<file path="src/rtl/universal_shift_register.sv">
// Universal shift register: hold/load/shift/rotate/ASR/preset modes
// plus a burst controller running N shift steps with busy/done status.
module universal_shift_register #(
    parameter int DW    = 8,
    parameter int CNT_W = 4
) (
    input  logic             clk_50MHz_i,
    input  logic             rst_async_la_i,
    input  logic             Enable_i,
    input  logic [2:0]       Mode_i,
    input  logic [DW-1:0]    D_i,
    input  logic             Serial_L_i,
    input  logic             Serial_R_i,
    input  logic             Start_i,
    input  logic [CNT_W-1:0] Count_i,
    output logic [DW-1:0]    Q_o,
    output logic             Serial_L_o,
    output logic             Serial_R_o,
    output logic             Busy_o,
    output logic             Done_o
);

    typedef enum logic [1:0] {
        IDLE  = 2'd0,
        SHIFT = 2'd1,
        DONE  = 2'd2
    } state_t;

    localparam logic [2:0] M_HOLD = 3'b000;
    localparam logic [2:0] M_LOAD = 3'b001;
    localparam logic [2:0] M_SHL  = 3'b010;
    localparam logic [2:0] M_SHR  = 3'b011;
    localparam logic [2:0] M_ROL  = 3'b100;
    localparam logic [2:0] M_ROR  = 3'b101;
    localparam logic [2:0] M_ASR  = 3'b110;
    localparam logic [2:0] M_SET  = 3'b111;

    localparam logic [CNT_W-1:0] CNT_ZERO = '0;
    localparam logic [CNT_W-1:0] CNT_ONE  = {{(CNT_W-1){1'b0}}, 1'b1};

    state_t           state_q;
    logic [2:0]       mode_q;
    logic [CNT_W-1:0] cnt_q;
    logic [DW-1:0]    q_q;
    logic             busy_q;
    logic             done_q;
    logic             start_shift;

    // Next register value for one application of an operation
    function automatic logic [DW-1:0] apply_op(
        input logic [2:0]    op,
        input logic [DW-1:0] q,
        input logic [DW-1:0] d,
        input logic          sl,
        input logic          sr
    );
        logic [DW-1:0] r;
        r = q;
        case (op)
            M_HOLD: r = q;
            M_LOAD: r = d;
            M_SHL:  r = {q[DW-2:0], sr};
            M_SHR:  r = {sl, q[DW-1:1]};
            M_ROL:  r = {q[DW-2:0], q[DW-1]};
            M_ROR:  r = {q[0], q[DW-1:1]};
            M_ASR:  r = {q[DW-1], q[DW-1:1]};
            M_SET:  r = '1;
            default: r = q;
        endcase
        return r;
    endfunction

    // Only shift-type modes can launch a burst
    assign start_shift = Start_i
                       && (Mode_i >= M_SHL)
                       && (Mode_i <= M_ASR);

    // Burst FSM, datapath register and registered status flags
    always_ff @(posedge clk_50MHz_i or negedge rst_async_la_i) begin
        if (!rst_async_la_i) begin
            state_q <= IDLE;
            mode_q  <= M_HOLD;
            cnt_q   <= CNT_ZERO;
            q_q     <= '0;
            busy_q  <= 1'b0;
            done_q  <= 1'b0;
        end else begin
            case (state_q)
                IDLE: begin
                    done_q <= 1'b0;
                    if (start_shift) begin
                        mode_q <= Mode_i;
                        cnt_q  <= Count_i;
                        if (Count_i != CNT_ZERO) begin
                            state_q <= SHIFT;
                            busy_q  <= 1'b1;
                        end else begin
                            state_q <= DONE;
                            done_q  <= 1'b1;
                        end
                    end else if (Enable_i) begin
                        q_q <= apply_op(Mode_i, q_q, D_i,
                                        Serial_L_i, Serial_R_i);
                    end
                end
                SHIFT: begin
                    if (Enable_i) begin
                        q_q   <= apply_op(mode_q, q_q, D_i,
                                          Serial_L_i, Serial_R_i);
                        cnt_q <= cnt_q - CNT_ONE;
                        if (cnt_q == CNT_ONE) begin
                            state_q <= DONE;
                            busy_q  <= 1'b0;
                            done_q  <= 1'b1;
                        end
                    end
                end
                DONE: begin
                    state_q <= IDLE;
                    busy_q  <= 1'b0;
                    done_q  <= 1'b0;
                end
                default: begin
                    state_q <= IDLE;
                    busy_q  <= 1'b0;
                    done_q  <= 1'b0;
                end
            endcase
        end
    end

    assign Q_o        = q_q;
    assign Serial_L_o = q_q[DW-1];
    assign Serial_R_o = q_q[0];
    assign Busy_o     = busy_q;
    assign Done_o     = done_q;

endmodule

</file>
<file path="config.mk">
export PLATFORM = sky130hd
export DESIGN_NAME = universal_shift_register
export DESIGN_NICKNAME = d
export VERILOG_FILES = /design/src/rtl/universal_shift_register.sv
export SDC_FILE = /design/constraint.sdc
export NUM_CORES = 1
export LEC_CHECK = 0
export ABC_CLOCK_PERIOD_IN_PS = 1750
export CORE_MARGIN = 1.5
export CORE_UTILIZATION = 47
export DETAILED_ROUTE_END_ITERATION = 8
export GPL_ROUTABILITY_DRIVEN = 1
export GPL_TIMING_DRIVEN = 0
export PLACE_DENSITY = 0.86
export SLEW_MARGIN = 20
export SYNTH_ARGS = -nofsm -noshare
export SYNTH_HDL_FRONTEND = slang
export SYNTH_SLANG_ARGS = --single-unit
export TNS_END_PERCENT = 50
</file>
<file path="constraint.sdc">
create_clock -name clk_50MHz_i -period 1.75 [get_ports clk_50MHz_i]
set_input_delay 0.175 -clock clk_50MHz_i [delete_from_list [all_inputs] [get_ports clk_50MHz_i]]
set_output_delay 0.175 -clock clk_50MHz_i [all_outputs]
set_load 0.005 [all_outputs]
</file>
## After elaboration in Yosys (flattened, before gate mapping)

Cells that the tools add are included.

- Bits in registers: 19
- Input port bits: 21
- Output and inout bits: 12
- Logic and storage cells: 74

- $add $sub $neg: 1
- Order comparisons: 2
- Eq/ne operators: 26
- Muxes and demuxes: 24
- Reductions and logical operators: 14

Operator list:

| cell | number |
|---|---|
| $pmux 8 s7 | 2 |
| $eq 3x3->1 const B | 8 |
| $mux 8 | 3 |
| $ne 2x2->1 const B | 10 |
| $pmux 8 s2 | 1 |
| $eq 3x2->1 const B | 4 |
| $mux 1 | 8 |
| $mux 2 | 4 |
| $mux 4 | 2 |
| $pmux 4 s2 | 1 |
| $reduce_and 8->1 | 1 |
| $eq 3x1->1 const B | 2 |
| $logic_not 3->1 | 2 |
| $reduce_and 3->1 | 2 |
| $reduce_and 6->1 | 1 |
| $eq 4x1->1 const B | 1 |
| $pmux 1 s2 | 2 |
| $pmux 2 s2 | 1 |
| $reduce_and 2->1 | 2 |
| $reduce_and 4->1 | 1 |
| $reduce_bool 4->1 | 1 |
| $sub 4x1->4 const B | 1 |
| $ge 3x2->1 const B | 1 |
| $le 3x3->1 const B | 1 |
| other kinds (4) | 5 |

## Depth between registers and ports, before layout

Gate-level depths: netlist of run 1.

- Word-level depth: 5
- Depth in mapped cells: 7
- Mapped depth without buffers: 6

## Worst setup path before layout of run 1

OpenSTA, ideal clock, no wires.

- Path type: register -> register
- From: reg mode_q[1]
- To: reg q_q[0] (netlist: Q_o[0])
- Library setup time: 0.125 ns
- Data arrival time: 1.701 ns
- Required time: 1.625 ns
- Slack: -0.076 ns
- Stages on the path, launching flop included: 8
- Path buffers: 3
- Clock period less this slack: 1.826 ns
- Path through: dfrtp_1 -> buf_6 -> or2_1 -> buf_6 -> o311a_4 -> and2_4 -> buf_6 -> mux2_4

- Word-level cells in the longest chain between the ends: 4
- Elaborated cells between the ends (all ways): 13
- Those cells by class: eq/ne: 8; mux: 3; reduce/logical: 2

RTL lines:

| what | line | source |
|---|---|---|
| start, declared | 42 | `logic [2:0] mode_q;` |
| start signal, assigned | 92 | `mode_q <= Mode_i;` |
| $eq 3x3->1, or another cell as far along | 59 | `case (op)` |
| $pmux 8 s7 | 59 |  |
| $mux 8 | 107 | `if (Enable_i) begin` |
| $pmux 8 s2 | 88 | `case (state_q)` |
| end signal, assigned | 102 | `q_q <= apply_op(Mode_i, q_q, D_i,` |
| end signal, assigned | 108 | `q_q <= apply_op(mode_q, q_q, D_i,` |
| end, declared | 44 | `logic [DW-1:0] q_q;` |

Several ways; a longest one is shown, not always the timed one. The select of a mux whose other input is x is not followed.
A chain may end at the register's enable or synchronous reset.

## Final worst setup path of run 1

- From: in Mode_i[1]
- To: reg q_q[3] (netlist: Q_o[3])

- Word-level cells in the longest chain between the ends: 5
- Elaborated cells between the ends (all ways): 19
- Those cells by class: order compare: 2; eq/ne: 9; mux: 4; reduce/logical: 4

RTL lines:

| what | line | source |
|---|---|---|
| start, declared | 10 | `input logic [2:0] Mode_i,` |
| $eq 3x3->1, or another cell as far along | 59 |  |
| $pmux 8 s7 / $logic_and 1x1->1 (equally long branches) | 59, 75 |  |
| $mux 8 / $logic_and 1x1->1 (equally long branches) | 101, 76 |  |
| $mux 8 / $ne 2x2->1 (equally long branches) | n/a |  |
| $pmux 8 s2 / $reduce_and 6->1 (equally long branches) | n/a |  |

Several ways; a longest one is shown, not always the timed one. The select of a mux whose other input is x is not followed.

==> results of run 1 <==
==> timing repair <==
| action | 4_1_cts | 5_1_grt |
|---|---|---|
| gates cloned | 0 | 0 |
| pin swaps | 1 | 1 |
| endpoints found under the setup margin | 14 | 11 |
| gates resized for setup | 2 | 10 |
| setup buffers | 4 | 0 |
==> metrics by stage <==
| step | area, um2 | setup TNS [ns] | hold WS, ns | power, mW |
|---|---|---|---|---|
| detailed placement | 2080 | -4.25 | 0.525 | 3.30 |
| global route | 2130 | -0.0332 | 0.419 | 3.91 |
| floorplan | 1710 | -0.402 | -0.121 | 2.59 |
| CTS | 2120 | 0 | 0.393 | 3.59 |
| finish | 2130 | 0 | 0.366 | 3.62 |
| global placement | 2080 | -4.18 | 0.515 | 3.24 |
==> layout by cell type, fill, tap and decap left out, drive strengths merged, types with 2 or more instances in the layout <==
| master | Yosys | layout |
|---|---|---|
| dfrtp | 19 | 19 |
| o22ai | 9 | 9 |
| clkbuf | 5 | 7 |
| a31o | 3 | 3 |
| mux2i | 10 | 10 |
| mux2 | 18 | 18 |
| inv | 11 | 11 |
| a211oi | 5 | 5 |
| o221ai | 2 | 2 |
| o21a | 3 | 3 |
| buf | 12 | 14 |
| nor2b | 4 | 4 |
| mux4 | 2 | 2 |
| o311a | 2 | 2 |
| nand3b | 3 | 3 |
| nand2 | 5 | 5 |
| nand3 | 3 | 3 |
| o32a | 4 | 4 |
| o31ai | 2 | 2 |
| o21ai | 9 | 9 |
| and2 | 4 | 4 |
| nor2 | 7 | 7 |
| ha | 2 | 2 |
| xnor2 | 2 | 2 |
| clkdlybuf4s50 | 0 | 31 |
| nand2b | 3 | 3 |
| a21oi | 13 | 13 |
| o2bb2ai | 4 | 4 |
| or2 | 2 | 2 |
==> area by class of cell <==
cell class                 instances  area (um2)
clock buffer                       3        22.5
sequential                        19         477
tap                               46        57.6
inverter                          11        41.3
buffer                            14         111
multi-input combinational        132        1080
clock inverter                     1        5.00
timing repair buffer              35         340
fill                             284        1280
==> metal layers <==
layer	part of all wire, %	routed length [um]	up-vias
li1	-	-	748
met1	45	1910	753
met5	0	0	-
met4	0.59	25	0
met3	5.3	221	3
met2	49	2050	56
==> power by group through the flow <==
| stage | Combinational, mW | Clock [mW] | Sequential (mW) |
|---|---|---|---|
| after floorplan | 1.70 | 0 | 0.891 |
| after global placement | 2.29 | 0 | 0.953 |
| after detailed placement | 2.34 | 0 | 0.961 |
| after CTS | 2.40 | 0.234 | 0.950 |
| after global routing | 2.65 | 0.263 | 0.999 |
| final | 2.42 | 0.237 | 0.959 |
==> how the worst max path moves through the flow <==
stage,from,to,slack (ns)
after floorplan,mode_q[2],Q_o[0],-0.06
after global placement,Mode_i[2],Q_o[6],-0.40
after detailed placement,Mode_i[2],Q_o[3],-0.40
after CTS,mode_q[1],Q_o[3],0.004
after global routing,Mode_i[2],Q_o[7],-0.03
final,Mode_i[1],Q_o[3],0.02
==> flip-flops by register name, summed over array words and instances (netlist names) <==
register	flops
state_q	2
cnt_q	4
Busy_o	1
mode_q	3
Q_o	8
Done_o	1
==> worst register-to-register path, delay by kind of cell (launching register included) <==
family / cells / cell delay (ns)
DFF: 1 / 0.39
AOI/OAI and AO/OA: 1 / 0.32
muxes: 1 / 0.31
and+or+nand+nor: 2 / 0.46
buffers and inverters: 1 / 0.11
==> cell families after synthesis <==
logic type / share of synthesized area, %
multiplexers: 22.2
AO/OA/AOI/OAI: 25.6
adder cells (fa/ha/maj): 1.47
flip-flops: 27.9
buffers and inverters: 9.54
AND/OR/NAND/NOR: 11.7
XOR/XNOR: 1.54
==> impl_metrics.env, run 1 <==
export IMPL_status="complete, no violations"
export IMPL_grt_use_met2_pct=35.2
export IMPL_syn_avg_cell_area_um2=9.52
export IMPL_clkLatencyLatePin_ns=0.31
export IMPL_fin_skew_ns=0.00118
export IMPL_cp_required_ns=1.96
export IMPL_io_buffers=31
export IMPL_critPathMaxStageDelay_ns=0.49
export IMPL_antenna_found_initial=0
export IMPL_finalSetupViolations=0
export IMPL_num_nets_final=239
export IMPL_groute_layer_met3_usage_pct=1.79
export IMPL_start_util_pct=49.9
export IMPL_num_rows=21
export IMPL_dp_slack_ns=-0.403
export IMPL_drv_slew=0
export IMPL_first_pass_iters=4
export IMPL_synth_ff_latch_count=19
export IMPL_timing_reg2reg_setup_slack_ns=0.05
export IMPL_cpLargestDelayFamily="buffers and inverters"
export IMPL_ys_warnings_count=0
export IMPL_dp_cells=256
export IMPL_die_y_um=63.2
export IMPL_rsz0062_at_grt="true"
export IMPL_p_int_mw=2.12
export IMPL_grt_pass1_wl_um=7220
export IMPL_r2r_end="Q_o[3]"
export IMPL_timing_rr_start="mode_q[2]"
export IMPL_crit_buf_inv=2
export IMPL_drc=0
export IMPL_worstSetupEndpointType="register"
export IMPL_crit_arrival_ns=1.94
export IMPL_gp_congestion=0.861
export IMPL_die_w_um=63.2
export IMPL_worstSetupPathType="in2reg"
export IMPL_synth_edf_count=0
export IMPL_post_drt_wl_per_cell_um=16.1
export IMPL_cp_num_cells=6
export IMPL_ios=33
export IMPL_async_reset_ff_share_pct=100
export IMPL_report_final_hold_viol_count=0
export IMPL_synth_area_leader_cell="dfrtp_1"
export IMPL_hpwl_um=3050
export IMPL_yosysSeqAreaShare_pct=27.9
export IMPL_hold_buffers=0
export IMPL_critPathSlowestCell="clkdlybuf4s50_1"
export IMPL_cts_tree="done"
export IMPL_switching_share_pct=41.4
export IMPL_post_route_period_util_pct=98.8
export IMPL_route_vias_total=1560
export IMPL_postSynthCellCount=179
export IMPL_core_um2=3420
export IMPL_syn_num_nets=202
export IMPL_cts_root_buffer="clkbuf_4"
export IMPL_use_met1_pct=31.8
export IMPL_clk_path_buf_depth=2
export IMPL_clkPwrFrac_pct=6.5
export IMPL_grt_pass1_vias=1542
export IMPL_design_die_area_um2=4000
export IMPL_cp_start_kind="input port"
export IMPL_ys_types=46
export IMPL_finalCriticalPeriod_ns=1.73
export IMPL_antenna_cells=0
export IMPL_gr_max_usage_layer="met2"
export IMPL_seq_power_share_pct=26.5
export IMPL_drv_cap=0
export IMPL_synth_area_top_cells="dfrtp_1 28%, mux2_2 7.3%, mux2_4 6.2%"
export IMPL_drt_iter0_drc=98
export IMPL_crit_chain="clkdlybuf4s50_1 -> buf_6 -> xnor2_1 -> a221o_2 -> and2_4 -> mux2_4"
export IMPL_setup_slack_ns=0.0213
export IMPL_reg2reg_depth=5
export IMPL_p_per_area_nw_per_um2=1700
export IMPL_clkSinkCount=19
export IMPL_grt_max_degree=20
export IMPL_ant_nets=0
export IMPL_hold_class="in2async"
export IMPL_grt_use_total_pct=22.3
export IMPL_grt_ovfl_total=0
export IMPL_drive_gt1_share_pct=23.3
export IMPL_power_leakage_nw=0.872
export IMPL_utilization_pct=62.4
export IMPL_worst_pin_slew_ns=0.914
export IMPL_synth_top_cell_area_share_pct=27.9
export IMPL_totalWireLength_um=4200
export IMPL_vias_per_cell=5.98
export IMPL_p_switching_mw=1.50
export IMPL_htree_levels=1
export IMPL_ir_drop_uv=753
export IMPL_fmax_mhz=578
export IMPL_path_max_fanout=10
export IMPL_ys_top_cells_by_count="19 x dfrtp_1, 13 x a21oi_1, 11 x inv_1, 11 x mux2_2, 10 x mux2i_1"
export IMPL_relSlewSlack_pct=38.9
export IMPL_fin_cells=261
export IMPL_netlist_area_um2=1700
export IMPL_area_delta_synth_final_pct=25.0
export IMPL_synth_ff_type="dfrtp_1"
export IMPL_cts_made_buffers=3
export IMPL_path_clk_slew_ns=0.12
export IMPL_combPwrFrac_pct=67.0
export IMPL_synth_most_common_cell="dfrtp_1"
No activity file was read; power rests on OpenSTA's default activity.
==> inputs of run 2 (changes only) <==
--- a/config.mk
+++ b/config.mk
@@ -9,3 +9,3 @@
 export CORE_MARGIN = 1.5
-export CORE_UTILIZATION = 47
+export CORE_UTILIZATION = 40
 export DETAILED_ROUTE_END_ITERATION = 8
@@ -13,3 +13,4 @@
 export GPL_TIMING_DRIVEN = 0
-export PLACE_DENSITY = 0.86
+export HOLD_SLACK_MARGIN = 0.12
+export PLACE_DENSITY = 0.77
 export SLEW_MARGIN = 20
==> constraint.sdc (replaced) <==
create_clock -name clk_50MHz_i -period 1.75 [get_ports clk_50MHz_i]
set_input_delay 0.35 -clock clk_50MHz_i [delete_from_list [all_inputs] [get_ports clk_50MHz_i]]
set_output_delay 0.35 -clock clk_50MHz_i [all_outputs]
set_load 0.005 [all_outputs]
==> impl_metrics.env, run 2 (same netlist as run 1, synthesis figures left out) <==
export IMPL_status="complete, no violations"
export IMPL_ant_nets=0
export IMPL_hpwl_um=3130
export IMPL_hold_class="reg2reg"
export IMPL_r2r_end="Q_o[3]"
export IMPL_grt_pass1_wl_um=7360
export IMPL_hold_start="Busy_o"
export IMPL_design_die_area_um2=4660
export IMPL_p_per_area_nw_per_um2=1730
export IMPL_critPathMaxStageDelay_ns=0.36
export IMPL_totalWireLength_um=4540
export IMPL_crit_arrival_ns=1.85
export IMPL_ir_drop_uv=677
export IMPL_area_delta_synth_final_pct=29.8
export IMPL_relSlewSlack_pct=39.8
export IMPL_ios=33
export IMPL_drive_gt1_share_pct=26.9
export IMPL_drv_cap=0
export IMPL_design_area_um2=2210
export IMPL_power_leakage_nw=0.910
export IMPL_grt_ovfl_total=0
export IMPL_timing_rr_start="mode_q[2]"
export IMPL_gp_congestion=0.836
export IMPL_fin_cells=269
export IMPL_dp_slack_ns=-0.611
export IMPL_worstSetupPathType="in2reg"
export IMPL_die_w_um=68.3
export IMPL_finalSetupViolations=0
export IMPL_final_cell_mix="29 x clkdlybuf4s50_1, 17 x dfrtp_1, 13 x a21oi_1"
export IMPL_finalCriticalPeriod_ns=1.70
export IMPL_vias_per_cell=5.78
export IMPL_hold_buffers=0
export IMPL_utilization_pct=54.5
export IMPL_crit_chain="dlygate4sd2_1 -> or2_4 -> a221o_2 -> and2_4 -> mux2_4"
export IMPL_worst_pin_slew_ns=0.901
export IMPL_placed_cell_area_um2=2080
export IMPL_cts_root_buffer="clkbuf_8"
export IMPL_largest_reg_flops=8
export IMPL_rsz0062_at_grt="true"
export IMPL_worstSetupEndpointType="register"
export IMPL_drv_slew=0
export IMPL_clkSinkCount=19
export IMPL_post_drt_wl_per_cell_um=16.9
export IMPL_setup_slack_ns=0.0464
export IMPL_route_vias_total=1555
export IMPL_clk_path_buf_depth=2
export IMPL_grt_max_degree=20
export IMPL_grt_pass1_vias=1541
export IMPL_cts_made_buffers=3
export IMPL_die_y_um=68.3
export IMPL_dp_cells=260
export IMPL_io_buffers=31
export IMPL_first_pass_iters=4
export IMPL_min_path_cells=2
export IMPL_min_to="Busy_o"
export IMPL_report_final_hold_viol_count=0
export IMPL_antenna_cells=0
export IMPL_grt_use_total_pct=21.2
export IMPL_antenna_found_initial=0
export IMPL_mostFrequentLayoutCell="clkdlybuf4s50_1"
export IMPL_drt_iter0_drc=96
export IMPL_clkLatencyLatePin_ns=0.26
export IMPL_num_nets_final=243
export IMPL_cp_required_ns=1.90
export IMPL_drc=0
export IMPL_cts_tree="done"
export IMPL_timing_reg2reg_setup_slack_ns=0.06
export IMPL_core_um2=4060
export IMPL_start_util_pct=42.0
export IMPL_critPathSlowestCell="a221o_2"
export IMPL_path_max_fanout=8
export IMPL_reg2reg_depth=5
export IMPL_fin_setup_tns_ns=0
export IMPL_fin_skew_ns=0.00476
export IMPL_htree_levels=1
export IMPL_fmax_mhz=587
export IMPL_path_clk_slew_ns=0.07
export IMPL_num_fill_cells=358
export IMPL_cp_start_kind="input port"
export IMPL_post_route_period_util_pct=97.3
export IMPL_num_rows=23
==> run 2: cell types whose count changed in the layout (fill, tap and decap cells not counted), moves of 2 or more <==
cell             delta
clkbuf_1            +2
clkbuf_8            +3
o22ai_1             -2
o22ai_2             +2
buf_4               +4
o21ai_1             +3
o21ai_0             -3
dlygate4sd2_1       +2
clkbuf_4            -2
clkdlybuf4s50_1     -2
==> run 2: stage by stage <==
step	total power, mW	hold slack [ns]
final	3.82	0.538
after global routing	4.13	0.596
after CTS	3.72	0.536
after detailed placement	3.31	0.522
after global placement	3.25	0.518
after floorplan	2.59	0.0544
==> run 2: worst max path at each step <==
stage | from | endpoint | slack [ns] | cells past startpoint
floorplan | mode_q[2] | Q_o[0] | -0.06 | 7
global placement | Mode_i[2] | Q_o[4] | -0.59 | 7
detailed placement | Mode_i[2] | Q_o[3] | -0.61 | 7
CTS | mode_q[1] | Q_o[3] | -0.02 | 6
global route | mode_q[1] | Q_o[7] | -0.02 | 6
finish | Mode_i[2] | Q_o[3] | 0.05 | 5
==> run 2: where the power goes <==
part           internal, mW  switching (mW)
clock network         0.162           0.152
logic                  1.44            1.10
registers             0.665           0.303
==> run 2: routing by layer <==
layer | vias to the layer above | part of all wire (%) | GRT usage [%] | wire length [um]
met5 | - | 0 | 0 | 0
met4 | 0 | 1.9 | 8.00 | 85
met3 | 9 | 4.3 | 2.47 | 195
met2 | 45 | 47 | 33.3 | 2120
met1 | 752 | 47 | 29.7 | 2140
li1 | 749 | - | - | -
==> run 2: cell type report <==
| cell class | count | area, um2 | share of cell area [%] |
|---|---|---|---|
| multi-input cells | 132 | 1100 | 49.9 |
| repair buffers | 39 | 368 | 16.6 |
| clock buffers | 4 | 45.0 | 2.04 |
| plain buffers | 14 | 114 | 5.15 |
| well taps | 50 | 62.6 | 2.83 |
| inverters | 11 | 41.3 | 1.87 |
| flip-flops and latches | 19 | 478 | 21.6 |
==> run 2: timing repair <==
item | 4_1_cts | 5_1_grt
endpoints found under the setup margin | 19 | 13
buffers inserted | 7 | 1
gates cloned | 0 | 0
pin swaps | 2 | 3
resized for setup | 10 | 13
==> run 2: worst max-delay path, delay by kind of cell <==
family                 cells  cell delay [ns]
AND/OR/NAND/NOR            2             0.52
AO/OA/AOI/OAI              1             0.36
multiplexers               1             0.31
buffers and inverters      1             0.30
==> inputs of run 3 (changes only) <==
- ABC_CLOCK_PERIOD_IN_PS: 1750 -> 1400
- DONT_BUFFER_PORTS: default -> 1
- PLACE_DENSITY: 0.77 -> 0.66
- TNS_END_PERCENT: 50 -> default
- clock period: 1.75 -> 1.4 ns (I/O delays scaled with it)
==> impl_metrics.env, run 3 (same netlist as run 1, synthesis figures left out) <==
export IMPL_cp_required_ns=1.55
export IMPL_clkSinkCount=19
export IMPL_io_buffers=0
export IMPL_ant_nets=0
export IMPL_grt_pass1_wl_um=7130
export IMPL_clkLatencyLatePin_ns=0.26
export IMPL_grt_pass1_vias=1396
export IMPL_vias_per_cell=5.97
export IMPL_critPathSlowestCell="dfrtp_1"
export IMPL_route_vias_total=1426
export IMPL_drive_gt1_share_pct=34.4
export IMPL_mostFrequentLayoutCell="dfrtp_1"
export IMPL_rsz0062_at_grt="true"
export IMPL_worstSetupEndpointType="register"
export IMPL_seqCellArea_um2=479
export IMPL_drt_iter0_drc=43
export IMPL_relSlewSlack_pct=38.1
export IMPL_drv_cap=0
export IMPL_num_rows=23
export IMPL_crit_chain="or2_4 -> o311a_4 -> and2_4 -> mux2_4"
export IMPL_post_route_period_util_pct=116
export IMPL_num_nets_final=213
export IMPL_cts_made_buffers=3
export IMPL_timing_rr_start="mode_q[2]"
export IMPL_status="finished, violations left"
export IMPL_report_final_hold_viol_count=0
export IMPL_power_leakage_nw=0.812
export IMPL_path_clk_slew_ns=0.08
export IMPL_gp_congestion=0.784
export IMPL_cts_tree="done"
export IMPL_drv_slew=0
export IMPL_grt_ovfl_total=0
export IMPL_startpoint="mode_q[2]"
export IMPL_violations="negative setup slack"
export IMPL_first_pass_iters=4
export IMPL_critPathMaxStageDelay_ns=0.39
export IMPL_cts_root_buffer="clkbuf_8"
export IMPL_grt_use_total_pct=20.6
export IMPL_cp_num_cells=4
export IMPL_largest_reg_flops=8
export IMPL_cpLargestDelayFamily="simple AND/OR/NAND/NOR gates"
export IMPL_area_delta_synth_final_pct=14.9
export IMPL_placed_cell_area_um2=1770
export IMPL_fmax_mhz=616
export IMPL_timing_reg2reg_setup_slack_ns=-0.22
export IMPL_antenna_cells=0
export IMPL_design_die_area_um2=4660
export IMPL_grt_max_degree=20
export IMPL_setup_slack_ns=-0.223
export IMPL_worstSetupPathType="reg2reg"
export IMPL_p_per_area_nw_per_um2=2330
export IMPL_ios=33
export IMPL_htree_levels=1
export IMPL_post_drt_wl_per_cell_um=18.5
export IMPL_hold_class="in2reg"
export IMPL_fin_skew_ns=0.00261
export IMPL_ir_drop_uv=659
export IMPL_path_max_fanout=7
export IMPL_final_cell_mix="16 x dfrtp_1, 13 x buf_4, 11 x inv_1, 11 x a21oi_1, 11 x mux2_2"
export IMPL_crit_end="Q_o[4]"
export IMPL_num_fill_cells=396
export IMPL_finalCriticalPeriod_ns=1.62
export IMPL_antenna_found_initial=0
export IMPL_crit_arrival_ns=1.77
export IMPL_r2r_end="Q_o[4]"
export IMPL_finalSetupViolations=8
export IMPL_die_y_um=68.3
export IMPL_clk_path_buf_depth=2
export IMPL_core_um2=4060
export IMPL_start_util_pct=42.0
export IMPL_hpwl_um=2950
export IMPL_drc=0
export IMPL_totalWireLength_um=4420
export IMPL_worst_pin_slew_ns=0.929
export IMPL_reg2reg_depth=4
export IMPL_utilization_pct=48.3
export IMPL_design_area_um2=1960
export IMPL_cp_start_kind="register"
export IMPL_die_w_um=68.3
export IMPL_multi_input_area_um2=1120
export IMPL_dp_slack_ns=-0.478
export IMPL_crit_buf_inv=0
run 3: cell count changes in the layout (fill, tap and decap cells not counted), moves of 3 or more:
cell             before  now
clkbuf_4              3    0
clkdlybuf4s50_1      29    0
o21ai_1               3    0
o21ai_0               6    9
run 3: power breakdown:
group	internal (mW)	switching, mW	leakage, nW
registers	0.832	0.436	0.222
clock network	0.198	0.197	0.0255
logic	1.61	1.29	0.564
run 3: what timing repair did:
| item | 4_1_cts | 5_1_grt |
|---|---|---|
| resized for setup | 11 | 17 |
| hold buffers | 1 | 0 |
| setup buffers | 10 | 0 |
| endpoints found under the setup margin | 14 | 19 |
| endpoints found under the hold margin | 19 | 0 |
| pin swaps | 3 | 4 |
run 3: worst min path at each step:
stage,cells past startpoint,startpoint,end
3_3_place_gp,0,rst_async_la_i,Q_o[3]
3_5_place_dp,0,rst_async_la_i,Q_o[3]
4_1_cts,1,Count_i[0],cnt_q[0]
2_1_floorplan,0,rst_async_la_i,Busy_o
5_1_grt,1,Count_i[0],cnt_q[0]
6_report,1,Count_i[0],cnt_q[0]
run 3: stage by stage:
step | total power, mW | hold slack (ns) | instances | TNS, ns
after floorplan | 3.25 | -0.0156 | 179 | -2.95
after global placement | 3.73 | -0.0152 | 229 | -4.69
after detailed placement | 3.75 | -0.0151 | 229 | -4.82
after CTS | 4.51 | 0.215 | 243 | -2.73
after global routing | 4.91 | 0.217 | 239 | -2.05
final | 4.56 | 0.214 | 239 | -1.73
run 3: area by class of cell:
type                       instances  area share (%)
buffer                            12            5.81
clock buffer                       3            2.11
clock inverter                     1           0.256
inverter                          11            2.11
multi-input combinational        132            57.4
sequential                        19            24.5
tap                               50            3.19
timing repair buffer              11            4.66
run 3: worst register-to-register path: stages, from the launching register on:
cell and delay, ns:
dfrtp_1 0.39, or2_4 0.26, o311a_4 0.35, and2_4 0.19
mux2_4 0.31
run 3: layer usage:
metal / share of wire (%) / GRT usage [%] / wire length, um / vias to the layer above
met5: 0 / 0 / 0 / -
met4: 0 / 6.25 / 0 / 0
met3: 3.4 / 3.29 / 150 / 0
met2: 49 / 32.9 / 2180 / 27
met1: 47 / 28.5 / 2080 / 708
li1: - / - / - / 691
